--- config.mk ---
export PLATFORM = sky130hd
export DESIGN_NAME = regfile_mp_flat
export DESIGN_NICKNAME = d
export VERILOG_FILES = /design/src/rtl/regfile_if.sv /design/src/rtl/regfile_mp.sv /design/src/flat_wrapper.sv
export SDC_FILE = /design/constraint.sdc
export NUM_CORES = 2
export LEC_CHECK = 0
export ABC_AREA = 1
export BUFFER_PORTS_ARGS = -buffer_cell sky130_fd_sc_hd__buf_2
export CAP_MARGIN = 20
export CORE_MARGIN = 2
export CORE_UTILIZATION = 35
export CTS_CLUSTER_DIAMETER = 80
export CTS_CLUSTER_SIZE = 12
export DETAILED_ROUTE_END_ITERATION = 10
export GPL_ROUTABILITY_DRIVEN = 0
export PLACE_DENSITY_LB_ADDON = 0.08
export SYNTH_ARGS = -nofsm -noshare
export SYNTH_HDL_FRONTEND = slang
export SYNTH_SLANG_ARGS = --single-unit
--- constraint.sdc ---
create_clock -name clk -period 85.7 [get_ports clk]
set_input_delay 12.855 -clock clk [delete_from_list [all_inputs] [get_ports clk]]
set_output_delay 12.855 -clock clk [all_outputs]
set_load 0.01 [all_outputs]
--- src/rtl/regfile_if.sv ---
// Register file bus: write, read, reserve and bulk-clear signals grouped for the
// decode/writeback stage.
interface regfile_if #(
    parameter int DATA_W = 32,
    parameter int DEPTH  = 32,
    parameter int NREAD  = 2
);
    localparam int ADDR_W = $clog2(DEPTH);

    logic                    we;
    logic [ADDR_W-1:0]       writeaddr;
    logic [DATA_W-1:0]       writedata;
    logic [NREAD*ADDR_W-1:0] readaddr;
    logic [NREAD*DATA_W-1:0] readdata;
    logic [NREAD-1:0]        readbusy;
    logic                    rsv;
    logic [ADDR_W-1:0]       rsvaddr;
    logic                    clr_start;
    logic                    clr_busy;
    logic                    wr_drop;

    modport master (
        output we, writeaddr, writedata, readaddr, rsv, rsvaddr, clr_start,
        input  readdata, readbusy, clr_busy, wr_drop
    );
    modport slave (
        input  we, writeaddr, writedata, readaddr, rsv, rsvaddr, clr_start,
        output readdata, readbusy, clr_busy, wr_drop
    );
endinterface

--- src/rtl/regfile_mp.sv ---
// Multi-port register file with zero register, write bypass, busy scoreboard
// and a one-entry-per-cycle bulk-clear sequencer.
module regfile_mp #(
    parameter int DATA_W   = 32,
    parameter int DEPTH    = 32,
    parameter int NREAD    = 2,
    parameter int ZERO_REG = 1,
    parameter int BYPASS   = 1
) (
    input logic     clk,
    input logic     rst,
    regfile_if.slave bus
);
    localparam int ADDR_W = $clog2(DEPTH);

    typedef enum logic {IDLE, CLEAR} state_t;

    state_t              state;
    logic [DATA_W-1:0]   mem [DEPTH];
    logic [DEPTH-1:0]    busy;
    logic [ADDR_W-1:0]   cnt;
    logic                clr_busy_q;
    logic                wr_drop_q;
    logic                wr_ok;
    logic                rsv_ok;

    assign wr_ok  = bus.we && (state == IDLE) &&
                    !((ZERO_REG != 0) && (bus.writeaddr == '0));
    assign rsv_ok = bus.rsv && (state == IDLE) &&
                    !((ZERO_REG != 0) && (bus.rsvaddr == '0));

    assign bus.clr_busy = clr_busy_q;
    assign bus.wr_drop  = wr_drop_q;

    always_ff @(posedge clk or posedge rst) begin
        if (rst) begin
            for (int i = 0; i < DEPTH; i++) mem[i] <= '0;
            busy       <= '0;
            state      <= IDLE;
            cnt        <= '0;
            clr_busy_q <= 1'b0;
            wr_drop_q  <= 1'b0;
        end else begin
            wr_drop_q <= bus.we && (state == CLEAR);
            case (state)
                IDLE: begin
                    if (wr_ok) begin
                        mem[bus.writeaddr]  <= bus.writedata;
                        busy[bus.writeaddr] <= 1'b0;
                    end
                    // Reserve comes after the write so it wins on an address collision.
                    if (rsv_ok) busy[bus.rsvaddr] <= 1'b1;
                    if (bus.clr_start) begin
                        state      <= CLEAR;
                        cnt        <= '0;
                        clr_busy_q <= 1'b1;
                    end
                end
                CLEAR: begin
                    mem[cnt]  <= '0;
                    busy[cnt] <= 1'b0;
                    cnt       <= cnt + 1'b1;
                    if (cnt == ADDR_W'(DEPTH - 1)) begin
                        state      <= IDLE;
                        clr_busy_q <= 1'b0;
                    end
                end
                default: state <= IDLE;
            endcase
        end
    end

    for (genvar k = 0; k < NREAD; k++) begin : g_rd
        logic [ADDR_W-1:0] ra;
        assign ra = bus.readaddr[k*ADDR_W +: ADDR_W];

        always_comb begin
            bus.readdata[k*DATA_W +: DATA_W] = mem[ra];
            if ((ZERO_REG != 0) && (ra == '0))
                bus.readdata[k*DATA_W +: DATA_W] = '0;
            else if ((BYPASS != 0) && wr_ok && (bus.writeaddr == ra))
                bus.readdata[k*DATA_W +: DATA_W] = bus.writedata;
        end

        assign bus.readbusy[k] = busy[ra];
    end
endmodule

--- src/flat_wrapper.sv ---
// flat-port wrapper written by rule: the top's interface ports become plain ports
module regfile_mp_flat 
#(
    parameter int DATA_W   = 32,
    parameter int DEPTH    = 32,
    parameter int NREAD    = 2,
    parameter int ZERO_REG = 1,
    parameter int BYPASS   = 1
)
  (clk, rst, bus_we, bus_writeaddr, bus_writedata, bus_readaddr, bus_rsv, bus_rsvaddr, bus_clr_start, bus_readdata, bus_readbusy, bus_clr_busy, bus_wr_drop);
  regfile_if #(.DATA_W(DATA_W), .DEPTH(DEPTH), .NREAD(NREAD)) bus_i ();
  input logic clk;
  input logic rst;
  input wire logic [$bits(bus_i.we)-1:0] bus_we;
  input wire logic [$bits(bus_i.writeaddr)-1:0] bus_writeaddr;
  input wire logic [$bits(bus_i.writedata)-1:0] bus_writedata;
  input wire logic [$bits(bus_i.readaddr)-1:0] bus_readaddr;
  input wire logic [$bits(bus_i.rsv)-1:0] bus_rsv;
  input wire logic [$bits(bus_i.rsvaddr)-1:0] bus_rsvaddr;
  input wire logic [$bits(bus_i.clr_start)-1:0] bus_clr_start;
  output wire logic [$bits(bus_i.readdata)-1:0] bus_readdata;
  output wire logic [$bits(bus_i.readbusy)-1:0] bus_readbusy;
  output wire logic [$bits(bus_i.clr_busy)-1:0] bus_clr_busy;
  output wire logic [$bits(bus_i.wr_drop)-1:0] bus_wr_drop;
  assign bus_i.we = bus_we;
  assign bus_i.writeaddr = bus_writeaddr;
  assign bus_i.writedata = bus_writedata;
  assign bus_i.readaddr = bus_readaddr;
  assign bus_i.rsv = bus_rsv;
  assign bus_i.rsvaddr = bus_rsvaddr;
  assign bus_i.clr_start = bus_clr_start;
  assign bus_readdata = bus_i.readdata;
  assign bus_readbusy = bus_i.readbusy;
  assign bus_clr_busy = bus_i.clr_busy;
  assign bus_wr_drop = bus_i.wr_drop;
  regfile_mp #(.DATA_W(DATA_W), .DEPTH(DEPTH), .NREAD(NREAD), .ZERO_REG(ZERO_REG), .BYPASS(BYPASS)) u_core (.clk(clk), .rst(rst), .bus(bus_i));
endmodule
==> flow_metrics.env <==
export IMPL_routed_wirelength_um=312000
export IMPL_finalNonFillerCells=10478
export IMPL_global_route_wire_length_before_repair_um=446000
export IMPL_layout_nets=8200
export IMPL_root_buffer="clkbuf_16"
export IMPL_period_share_pct=35.3
export IMPL_crit_path_frequent_cell="nand2_1"
export IMPL_finalClockSkew_ns=0.0295
export IMPL_yosys_warnings=0
export IMPL_largest_net_degree_at_the_start_of_global_routing=158
export IMPL_die_width_um=421
export IMPL_synth_top_cell_area_share_pct=43.8
export IMPL_route_met3_wl_um=30100
export IMPL_antenna_found_initial=10
export IMPL_synth_seq_cells=1064
export IMPL_unrepaired_setup_endpoints_after_global_routing="no"
export IMPL_worst_hold_path_type="register to register"
export IMPL_fin_util_pct=38.3
export IMPL_crit_path_end_kind="output pin"
export IMPL_clk_path_buf_depth=3
export IMPL_htreeDepth=3
export IMPL_multiInputGateArea_mm2=0.0270
export IMPL_post_synth_inst_count=8497
export IMPL_wl_per_cell_um=29.8
export IMPL_tritoncts="yes"
export IMPL_tns_ns=0
export IMPL_clkSlewWorstSetupHoldPaths_ns=0.06
export IMPL_netlist_top_cell_by_area="dfrtp_1"
export IMPL_coreArea_mm2=0.172
export IMPL_synth_enable_flop_cells=0
export IMPL_first_iter_violations=8151
export IMPL_area_growth_syn_to_layout_pct=8.32
export IMPL_ys_types=37
export IMPL_slew_viol_final=0
export IMPL_power_density_mw_per_mm2=20.5
export IMPL_vias=63333
export IMPL_timing_worst_slew_pin_value_ns=1.18
export IMPL_critical_path_cell_chain="buf_8 > buf_4 > buf_4 > buf_4 > nand2_1 > o211ai_1 > nand3_1 > nand2_1 > nand2_1 > nand2_1 > nand2_1 > nor2_1 > nor2_1 > buf_2"
export IMPL_place_inst=10344
export IMPL_grt_pass1_vias=59912
export IMPL_cts_resized=0
export IMPL_routed_top_layer="met5"
export IMPL_cpMaxStageDelayCell="buf_4"
export IMPL_sum_of_routed_wire_segments_on_met1_um=131000
export IMPL_post_cts_repair_setup_buffers=0
export IMPL_path_delay_family="buffers and inverters"
export IMPL_worst_setup_path_start_kind="input port"
export IMPL_antenna_violating_nets_post_route=0
export IMPL_synth_nets=8559
export IMPL_timing_final_hold_violations=0
export IMPL_final_critical_period_ns=30.24
export IMPL_dp_final_hpwl_um=163000
export IMPL_dominantRegCellSynth="dfrtp_1"
export IMPL_cp_data_required_time_ns=72.85
export IMPL_drtPass1Iterations=6
export IMPL_fp_dieH_um=421
export IMPL_cts_made_buffers=102
export IMPL_die_area_mm2=0.177
export IMPL_cts_num_sinks=1064
export IMPL_hold_buffers=0
export IMPL_drv_cap=0
export IMPL_run_status="complete, no violations"
export IMPL_postSynth_asyncResetShare_pct=100
export IMPL_fmax_mhz=33.1
export IMPL_met2_wirelength_from_detailed_routing_um=135000
export IMPL_arrival_ns=17.38
export IMPL_total_leakage_power_nw=32.8
export IMPL_layout_filler_cells=18227
export IMPL_syn_cell_area_mm2=0.0607
export IMPL_max_slew_margin_rel_pct=21.3
export IMPL_viasPerCell=6.04
export IMPL_ys_top_cells_by_area="dfrtp_1, nand2_1, nand3_1"
export IMPL_std_cell_rows=152
export IMPL_critPathMaxStageDelay_ns=0.91
export IMPL_gr_total_overflow=0
export IMPL_synth_sequential_area_ratio_pct=43.8
export IMPL_ir_drop_uv=16.3
export IMPL_io_pins=125
export IMPL_clk_latency_ns=0.77
export IMPL_critical_path_buf_inv_count=5
export IMPL_grt_util_all_layers_pct=34.7
export IMPL_syn_mean_instance_area_um2=7.15
export IMPL_initial_core_util_pct=35.3
export IMPL_setup_violations_final=0
export IMPL_worstPathMaxFanout=90
export IMPL_drive_above_1_share_pct=6.54
export IMPL_detail_route_drc_violations=0
export IMPL_timing_worst_setup_path_type="input port to output pin"
export IMPL_ff_latch_area_mm2=0.0266
export IMPL_port_buffer_count=124
final timing paths:
path | from | endpoint | slack (ns) | depth (start not counted)
max | bus_readaddr[5] | bus_readdata[62] | 55.46 | 14
min | u_core.mem[1000] | u_core.mem[1000] | 0.47 | 2
max reg2reg | u_core.state | u_core.mem[790] | 81.88 | 7
min reg2reg | u_core.mem[1000] | u_core.mem[1000] | 0.47 | 2
max in group asynchronous | rst | u_core.mem[424] | 69.67 | 6
min in group asynchronous | rst | u_core.mem[590] | 12.22 | 2
per-layer routing:
layer / up-vias / global-route usage, %
li1: 27433 / -
met1: 31462 / 47.9
met3: 711 / 6.41
met2: 3721 / 52.1
met4: 6 / 16.8
met5: - / 0
sequential cells by signal, indices dropped and copies added, names as in the netlist:
| name | cells |
|---|---|
| u_core.bus.clr_busy | 1 |
| u_core.state | 1 |
| u_core.mem | 1024 |
| u_core.cnt | 5 |
| u_core.busy | 32 |
| u_core.bus.wr_drop | 1 |
kinds of logic after synthesis:
| family | synth area share, % |
|---|---|
| and+or+nand+nor | 27.5 |
| AOI/OAI and AO/OA | 16.1 |
| xor gates and xnor gates | 0.144 |
| adders and majority gates | 0.103 |
| buffers and inverters | 12.3 |
| DFF | 43.8 |
cells in the mapped netlist (3+ instances only):
cell type / instances
nand2_1: 2127
nand3_1: 1538
inv_1: 1147
dfrtp_1: 1064
o22ai_1: 914
clkbuf_1: 485
o21ai_0: 269
o211ai_1: 230
buf_2: 179
nor2_1: 173
a21oi_1: 159
buf_1: 91
or2_2: 21
o21ai_1: 19
inv_2: 11
nor3_1: 8
nand4_1: 7
xnor2_1: 6
ha_1: 5
nand2_2: 5
a22oi_1: 4
nand3_2: 4
o21ai_2: 4
xor2_1: 4
buf_4: 3
clkbuf_2: 3
per-stage QoR:
| stage | hold WS, ns | area (um2) | total power [mW] | worst slack [ns] |
|---|---|---|---|---|
| 4_1_cts | 0.469 | 65800 | 1.34 | 55.72 |
| 3_5_place_dp | 0.452 | 63000 | 0.907 | 55.73 |
| 5_1_grt | 0.484 | 65800 | 1.40 | 55.36 |
| 3_3_place_gp | 0.449 | 63000 | 0.905 | 55.73 |
| 2_1_floorplan | 0.436 | 60700 | 0.777 | 42.89 |
| 6_report | 0.466 | 65800 | 1.35 | 55.46 |
power breakdown:
group	switching, mW	internal, mW	leakage, nW
Combinational	0.256	0.0852	16.6
Sequential	0.0193	0.548	14.8
Clock	0.217	0.220	1.38
tightest hold or removal path: stages (launching register included):
cell     delay (ns)
dfrtp_1        0.34
nand2_1        0.05
inv_1          0.04
area by class of cell:
class / count / area share (%)
clock buffers: 117 / 4.03
well taps: 2310 / 4.39
flip-flops and latches: 1064 / 40.5
repair buffers: 299 / 3.11
multi-input cells: 5511 / 41.0
inverters: 1160 / 6.70
diodes: 2 / 0.00761
clock inverters: 15 / 0.261
cell usage in the layout, fill, tap and decap left out, types with 5 or more instances in the layout:
| cell type | Yosys | layout |
|---|---|---|
| a21oi_1 | 159 | 159 |
| buf_2 | 179 | 114 |
| buf_4 | 3 | 175 |
| clkbuf_1 | 485 | 11 |
| clkbuf_16 | 0 | 102 |
| clkinv_2 | 0 | 9 |
| clkinv_8 | 0 | 5 |
| dfrtp_1 | 1064 | 1064 |
| ha_1 | 5 | 5 |
| inv_1 | 1147 | 1137 |
| inv_2 | 11 | 9 |
| inv_6 | 0 | 6 |
| inv_8 | 0 | 5 |
| nand2_1 | 2127 | 2092 |
| nand2_2 | 5 | 32 |
| nand2_4 | 0 | 8 |
| nand3_1 | 1538 | 1538 |
| nand4_1 | 7 | 7 |
| nor2_1 | 173 | 169 |
| nor3_1 | 8 | 7 |
| o211ai_1 | 230 | 230 |
| o21ai_0 | 269 | 269 |
| o21ai_1 | 19 | 9 |
| o21ai_4 | 0 | 14 |
| o22ai_1 | 914 | 914 |
| or2_2 | 21 | 21 |
| xnor2_1 | 6 | 6 |
Power figures use the tool's default switching activity.
